[config.mk]
export PLATFORM = sky130hd
export DESIGN_NAME = uart_rx_fifo
export DESIGN_NICKNAME = d
export VERILOG_FILES = /design/src/rtl/uart_rx_fifo.sv
export SDC_FILE = /design/constraint.sdc
export NUM_CORES = 1
export LEC_CHECK = 0
export CORE_MARGIN = 4
export CORE_UTILIZATION = 60
export DETAILED_ROUTE_END_ITERATION = 16
export PLACE_DENSITY = 0.8
export SLEW_MARGIN = 0
export SYNTH_ARGS = -nofsm -noshare
export SYNTH_HDL_FRONTEND = slang
export SYNTH_SLANG_ARGS = --single-unit
[constraint.sdc]
create_clock -name clk -period 3.5 [get_ports clk]
set_input_delay 0.7 -clock clk [delete_from_list [all_inputs] [get_ports clk]]
set_output_delay 0.7 -clock clk [all_outputs]
set_load 0.05 [all_outputs]
[src/rtl/uart_rx_fifo.sv]
// UART receiver (N data bits, optional parity, 1-2 stops) feeding a first-word-fall-through FIFO.
// Entry is pushed the cycle after the final stop sample; a push into a full FIFO with no pop is dropped (overrun).
module uart_rx_fifo #(
  parameter int DATA_W       = 8,
  parameter int CLKS_PER_BIT = 16,
  parameter int PARITY       = 0,
  parameter int STOP_BITS    = 1,
  parameter int FIFO_DEPTH   = 4
) (
  input  logic                          clk,
  input  logic                          rst,
  input  logic                          rx,
  input  logic                          rd_en,
  output logic [DATA_W-1:0]             data_out,
  output logic                          valid,
  output logic                          parity_err,
  output logic                          frame_err,
  output logic                          rx_done,
  output logic                          overrun,
  output logic [$clog2(FIFO_DEPTH):0]   fifo_count
);
  localparam int CW = $clog2(CLKS_PER_BIT);
  localparam int AW = $clog2(FIFO_DEPTH);
  localparam int EW = DATA_W + 2;
  localparam logic [CW-1:0] BIT_LAST  = CW'(CLKS_PER_BIT - 1);
  localparam logic [CW-1:0] HALF_LAST = CW'(CLKS_PER_BIT / 2 - 1);
  localparam logic [3:0]    DATA_LAST = 4'(DATA_W - 1);
  localparam logic [3:0]    STOP_LAST = 4'(STOP_BITS - 1);
  localparam logic [AW:0]   FULL_CNT  = (AW + 1)'(FIFO_DEPTH);

  typedef enum logic [2:0] {IDLE, START, DATA, PARITY_BIT, STOP, WAIT_IDLE} state_t;

  state_t            state, state_d;
  logic              rx_meta, rx_s, rx_prev;
  logic [CW-1:0]     cnt, cnt_d;
  logic [3:0]        bit_idx, bit_d;
  logic [DATA_W-1:0] sh, sh_d;
  logic              perr, perr_d, ferr, ferr_d, stop_err;
  logic              push_vld, push_d;
  logic [EW-1:0]     push_dat, push_dat_d;

  logic [EW-1:0]     mem [FIFO_DEPTH];
  logic [AW-1:0]     wr_ptr, rd_ptr;
  logic [AW:0]       count;
  logic              empty, full, do_rd, do_wr;
  logic [EW-1:0]     head;

  always_ff @(posedge clk) begin
    if (rst) begin
      rx_meta  <= 1'b1;
      rx_s     <= 1'b1;
      rx_prev  <= 1'b1;
      state    <= IDLE;
      cnt      <= '0;
      bit_idx  <= '0;
      sh       <= '0;
      perr     <= 1'b0;
      ferr     <= 1'b0;
      push_vld <= 1'b0;
      push_dat <= '0;
    end else begin
      rx_meta  <= rx;
      rx_s     <= rx_meta;
      rx_prev  <= rx_s;
      state    <= state_d;
      cnt      <= cnt_d;
      bit_idx  <= bit_d;
      sh       <= sh_d;
      perr     <= perr_d;
      ferr     <= ferr_d;
      push_vld <= push_d;
      push_dat <= push_dat_d;
    end
  end

  always_comb begin
    state_d    = state;
    cnt_d      = cnt + 1'b1;
    bit_d      = bit_idx;
    sh_d       = sh;
    perr_d     = perr;
    ferr_d     = ferr;
    push_d     = 1'b0;
    push_dat_d = push_dat;
    stop_err   = ferr | ~rx_s;
    case (state)
      IDLE: begin
        cnt_d = '0;
        if (rx_prev && !rx_s) begin
          state_d = START;
          bit_d   = '0;
          perr_d  = 1'b0;
          ferr_d  = 1'b0;
        end
      end
      START: begin
        if (cnt == HALF_LAST) begin
          cnt_d   = '0;
          bit_d   = '0;
          state_d = rx_s ? IDLE : DATA;
        end
      end
      DATA: begin
        if (cnt == BIT_LAST) begin
          cnt_d = '0;
          sh_d  = {rx_s, sh[DATA_W-1:1]};
          if (bit_idx == DATA_LAST) begin
            bit_d   = '0;
            state_d = (PARITY != 0) ? PARITY_BIT : STOP;
          end else begin
            bit_d = bit_idx + 1'b1;
          end
        end
      end
      PARITY_BIT: begin
        if (cnt == BIT_LAST) begin
          cnt_d   = '0;
          perr_d  = (PARITY == 1) ? (^sh ^ rx_s) : !(^sh ^ rx_s);
          state_d = STOP;
        end
      end
      STOP: begin
        if (cnt == BIT_LAST) begin
          cnt_d  = '0;
          ferr_d = stop_err;
          if (bit_idx == STOP_LAST) begin
            bit_d      = '0;
            push_d     = 1'b1;
            push_dat_d = {sh, perr, stop_err};
            // A low final stop bit may be a break; wait for the line to recover.
            state_d    = rx_s ? IDLE : WAIT_IDLE;
          end else begin
            bit_d = bit_idx + 1'b1;
          end
        end
      end
      WAIT_IDLE: begin
        cnt_d = '0;
        if (rx_s) state_d = IDLE;
      end
      default: state_d = IDLE;
    endcase
  end

  assign empty = (count == '0);
  assign full  = (count == FULL_CNT);
  assign do_rd = rd_en && !empty;
  assign do_wr = push_vld && (!full || do_rd);
  assign head  = mem[rd_ptr];

  always_ff @(posedge clk) begin
    if (do_wr) mem[wr_ptr] <= push_dat;
  end

  always_ff @(posedge clk) begin
    if (rst) begin
      wr_ptr <= '0;
      rd_ptr <= '0;
      count  <= '0;
    end else begin
      if (do_wr) wr_ptr <= wr_ptr + 1'b1;
      if (do_rd) rd_ptr <= rd_ptr + 1'b1;
      if (do_wr && !do_rd)      count <= count + 1'b1;
      else if (do_rd && !do_wr) count <= count - 1'b1;
    end
  end

  assign valid      = !empty;
  assign data_out   = empty ? '0 : head[EW-1:2];
  assign parity_err = !empty && head[1];
  assign frame_err  = !empty && head[0];
  assign rx_done    = push_vld;
  assign overrun    = push_vld && full && !do_rd;
  assign fifo_count = count;
endmodule

==> reports/qor.yml, run 1 <==
status: "finished clean"
use_met2: 0.2854
slowest_stage: "clkdlybuf4s50_1"
worstReg2RegEnd: "fifo_count[2]"
setup_tns_ps: 0
slew_headroom: 0.5323
arrival_ps: 2300
clk_pin_slew_ps: 80
min_period_ps: 2999
die-width_microns: 84.82
crit_path_end: "data_out[3]"
num_vias: 2042
coreArea_sq_mm: 0.005608
synth_xor_area_frac: 0.03852
wl_per_cell_microns: 14.70
start_util: 0.6314
hold_class: "flip-flop to flip-flop"
grtUsageTotal: 0.1712
reg2regPathDepth: 8
rsz0062_at_grt: "false"
cts.sinks: 84
cts_resized: 0
firstDrtPassIters: 4
cts_root_buffer: "clkbuf_8"
fmax_mhz: 333.5
dp_hpwl_microns: 3771
cts_tree: "done"
rows: 27
portBuffers: 19
insertion_delay_ps: 350
antenna_found_initial: 0
power.leakage_nw: 1.515
synthToLayoutAreaGrowth_pct: 11.70
mostFrequentLayoutCell: "dfxtp_1"
drive_gt1_frac: 0.1093
drv_slew: 0
grtUsageMet1: 0.2088
final_hold_viol_count: 0
overflow: 0
wl_microns: 5497
io_pins: 20
synth-compound-area-share: 0.03604
final_cell_mix: "44 x dfxtp_1, 40 x edfxtp_1, 33 x nor2_1"
post_cts_buffers: 0
fin_ws_ps: 501.5
finalNetCount: 310
crit_fanout: 10
maxCapViolations: 0
ant_nets: 0
cp-start-kind: "flip-flop"
grt_pass1_vias: 1996
synth_area_sq_mm: 0.003541
synth-seq-area-share: 0.5880
dieArea_sq_mm: 0.007194
r2r_slack_ps: 1120
synth-simple-area-share: 0.1484
finalCritPeriodShare: 0.8567
crit_type: "flip-flop to output port"
synth_top_family_by_area: "simple AND/OR/NAND/NOR gates"
cpPeakStageDelay_ps: 700
reg2reg_from: "fifo_count[0]"
grt_max_degree: 33
ys_types: 41
critical_path.top_delay_family: "buffers and inverters"
setup_viol: 0
viasPerCell: 5.460
path_buf_inv: 2
critPathRequiredTime_ps: 2800
cp-end-kind: "output port"
grtUsageMet3: 0.04369
busiest_layer: "met2"
antennaDiodeCount: 0
synth.avg_cell_area_sq_um: 12.60
synth_cells: 281
clock_path_buffers: 2
postCtsHoldBufs: 0
ir_drop_mv: 0.4306
grt_pass1_wl_microns: 9563
synth-adder-area-share: 0.03392
pre_cts_slack_ps: 444.3
synth_seq_cells: 84
numCtsBuffers: 9
power_density_mw_per_mm2: 668.8
htree_levels: 3
crit_chain: "buf_4, mux4_2, and2_1, clkdlybuf4s50_1"
synthMuxAreaShare: 0.1261
gp_congestion: 0.7778
skew_ps: 6.963
worstSetupPathDepth: 4
drtIter0Drc: 109
yosysWarnings: 0
worst_pin_slew_ps: 699.5
die_h_microns: 84.82
synth_nets: 294
post-route-drc-count: 0
per-stage QoR:
stage | cells | cell area (sq um) | power [mW] | hold WS (ps) | util
after floorplan | 281 | 3541 | 1.749 | 389.5 | -
after global placement | 358 | 3766 | 1.998 | 401.7 | 0.6716
after detailed placement | 358 | 3766 | 2.018 | 405.1 | 0.6716
after CTS | 374 | 3955 | 2.671 | 431.2 | 0.7053
after global routing | 374 | 3955 | 2.769 | 464.0 | 0.7053
final | 374 | 3955 | 2.645 | 426.4 | 0.7053
cell usage after synthesis, drive strengths merged:
cell type,n,area (sq um)
nor3,5,25.02
nand2,7,26.28
and3,2,12.51
o21ai,5,25.02
inv,6,22.52
nand4b,1,8.760
nand3,8,45.04
and2,16,100.1
xor2,7,61.31
or3,4,25.02
nor2,33,123.9
nand3b,4,30.03
clkbuf,10,37.54
nor2b,3,18.77
fa,1,20.02
or4,2,15.01
and2b,2,15.01
a21oi,13,65.06
dfxtp,44,880.8
nor4b,1,8.760
xnor2,6,52.55
a221o,1,10.01
and4,1,11.26
xnor3,1,22.52
nand2b,4,25.02
edfxtp,40,1201
a32oi,1,8.760
mux4,10,225.2
or2,3,18.77
o21ba,1,10.01
mux2,1,11.26
buf,6,42.54
o311ai,1,8.760
or3b,1,8.760
mux2i,21,210.2
nor3b,1,7.510
ha,8,100.1
how the worst min path moves through the flow:
stage,cells after the start,to,slack (ps),start
final,1,rx_s,430,rx_meta
after global routing,1,rx_s,460,rx_meta
after CTS,1,rx_s,430,rx_meta
after floorplan,1,rx_s,390,rx_meta
after detailed placement,1,rx_s,410,rx_meta
after global placement,1,rx_s,400,rx_meta
logic make-up after synthesis:
family | count (synthesis)
buffers and inverters | 22
flip-flops | 84
adder cells (fa/ha/maj) | 9
AND/OR/NAND/NOR | 98
XOR/XNOR | 14
multiplexers | 32
AO/OA/AOI/OAI | 22
sequential cells by signal (all words and copies together) (netlist names), named ones only:
register    count
mem            40
rx_prev         1
rx_done         1
rd_ptr          2
rx_s            1
cnt             4
perr            1
wr_ptr          2
push_dat       10
fifo_count      3
rx_meta         1
sh              8
bit_idx         4
ferr            1
state           3
area by class of cell:
cell class              instances  area, sq um
inverters                       6        22.52
fillers                       412         1653
clock inverters                 7        65.06
flip-flops and latches         84         2082
well taps                      72        90.09
repair buffers                 21        215.2
multi-input cells             175         1356
clock buffers                   9        123.9
where the power goes:
part | switching [mW] | total, mW | internal (mW) | leakage [nW]
Clock | 0.333 | 0.661 | 0.327 | 0.0989
Sequential | 0.0365 | 1.09 | 1.05 | 0.726
Combinational | 0.568 | 0.898 | 0.330 | 0.690
Total | 0.938 | 2.65 | 1.71 | 1.51
layer usage:
layer  share of wire  vias up
li1                -     1034
met1            0.44      966
met2            0.51       33
met3           0.039        9
met4           0.020        0
met5               0        -
No activity file was read; power rests on OpenSTA's default activity.
==> run 2, diff against run 1 <==
--- a/config.mk
+++ b/config.mk
@@ -8,7 +8,8 @@
 export CORE_MARGIN = 4
 export CORE_UTILIZATION = 60
 export DETAILED_ROUTE_END_ITERATION = 16
-export PLACE_DENSITY = 0.8
+export DONT_BUFFER_PORTS = 1
+export PLACE_DENSITY = 0.76
 export SLEW_MARGIN = 0
 export SYNTH_ARGS = -nofsm -noshare
 export SYNTH_HDL_FRONTEND = slang
==> reports/qor.yml, run 2 (synthesis gave the netlist of run 1 again) <==
status: "finished clean"
final_cell_mix: "44 x dfxtp_1, 40 x edfxtp_1, 33 x nor2_1"
synthToLayoutAreaGrowth_pct: 5.018
switching_share: 0.3736
wl_microns: 5366
power_density_mw_per_mm2: 633.7
fillerInstances: 429
largest-register: "mem"
cts_tree: "done"
finalNetCount: 290
fin_ws_ps: 748.5
setup_tns_ps: 0
cp-start-kind: "flip-flop"
ant_nets: 0
cts_resized: 0
power.leakage_nw: 1.417
grtUsageMet1: 0.2139
p_int_mw: 1.476
insertion_delay_ps: 340
postCtsHoldBufs: 0
antennaDiodeCount: 0
coreArea_sq_mm: 0.005608
die_h_microns: 84.82
power.total_mw: 2.356
crit_type: "flip-flop to output port"
cts.sinks: 84
dpl_cell_area_sq_mm: 0.003558
dieArea_sq_mm: 0.007194
dpl.cell_count: 338
maxCapViolations: 0
grtUsageTotal: 0.1691
final_area_sq_mm: 0.003719
finalCritPeriodShare: 0.7861
worstHoldEndpoint: "rx_s"
pre_cts_slack_ps: 825.0
overflow: 0
rows: 27
slew_headroom: 0.5230
htree_levels: 3
critPathRequiredTime_ps: 2800
final_hold_viol_count: 0
crit_fanout: 12
hold_depth: 1
rsz0062_at_grt: "false"
grtUsageMet3: 0.05146
drv_slew: 0
fmax_mhz: 363.4
portBuffers: 0
clock_path_buffers: 2
cts_root_buffer: "clkbuf_8"
setup_viol: 0
hold_start: "rx_meta"
final_cells: 354
min_period_ps: 2751
gp_congestion: 0.7972
clock_power_share: 0.242
io_pins: 20
hold_class: "flip-flop to flip-flop"
grt_max_degree: 42
use_met2: 0.2769
firstDrtPassIters: 4
antenna_found_initial: 0
reg_top3: "mem: 40 flops, push_dat: 10 flops, sh: 8 flops"
numCtsBuffers: 9
viasPerCell: 5.602
start_util: 0.6314
worstReg2RegEnd: "fifo_count[2]"
arrival_ps: 2050
drtIter0Drc: 97
wl_per_cell_microns: 15.16
clk_pin_slew_ps: 80
num_vias: 1983
reg2regPathDepth: 8
mostFrequentLayoutCell: "dfxtp_1"
post_cts_buffers: 0
ir_drop_mv: 0.4605
drive_gt1_frac: 0.09929
skew_ps: 10.76
p_switching_uw: 880.4
cp-end-kind: "output port"
seqPwrFrac: 0.497
largest_reg_flops: 40
grt_pass1_wl_microns: 9508
worst_pin_slew_ps: 713.3
post-route-drc-count: 0
busiest_layer: "met2"
r2r_slack_ps: 820
power_frac_comb: 0.261
dp_hpwl_microns: 3687
grt_pass1_vias: 1988
die-width_microns: 84.82
reg2reg_from: "fifo_count[0]"
run 2: cell type report:
type,count,area [sq um],share of cell area
repair buffers,1,7.507,0.002019
clock buffers,12,135.1,0.03634
well taps,72,90.09,0.02423
inverters,6,22.52,0.006057
clock inverters,4,25.02,0.006729
multi-input cells,175,1356,0.3647
flip-flops and latches,84,2082,0.5599
run 2: critical path, stage by stage (launching register included):
cell	delay (ps)
dfxtp_1	740
or3_1	220
buf_4	250
and2_1	490
run 2: metal layers:
layer,up-vias,wire length [microns]
li1,987,-
met4,0,87
met5,-,0
met3,8,165
met2,26,2658
met1,962,2455
run 2: power groups by stage:
stage,logic (mW),registers [mW],clock network [mW]
3_3_place_gp,0.613,1.20,0
6_report,0.616,1.17,0.570
5_1_grt,0.658,1.18,0.643
4_1_cts,0.624,1.17,0.587
3_5_place_dp,0.623,1.20,0
2_1_floorplan,0.595,1.15,0
run 2: worst max-delay path by stage:
stage,start,end,slack (ps),cells after the start
2_1_floorplan,fifo_count[0],data_out[0],770,3
3_3_place_gp,fifo_count[0],fifo_count[2],920,8
3_5_place_dp,fifo_count[0],fifo_count[2],820,8
4_1_cts,flip-flop,parity_err,710,2
5_1_grt,flip-flop,parity_err,600,2
6_report,fifo_count[0],data_out[4],750,3
run 2: through the flow:
step	hold slack, ps	util
2_1_floorplan	389.5	-
3_5_place_dp	393.1	0.6345
5_1_grt	389.8	0.6631
6_report	412.4	0.6631
4_1_cts	401.7	0.6631
3_3_place_gp	400.1	0.6345
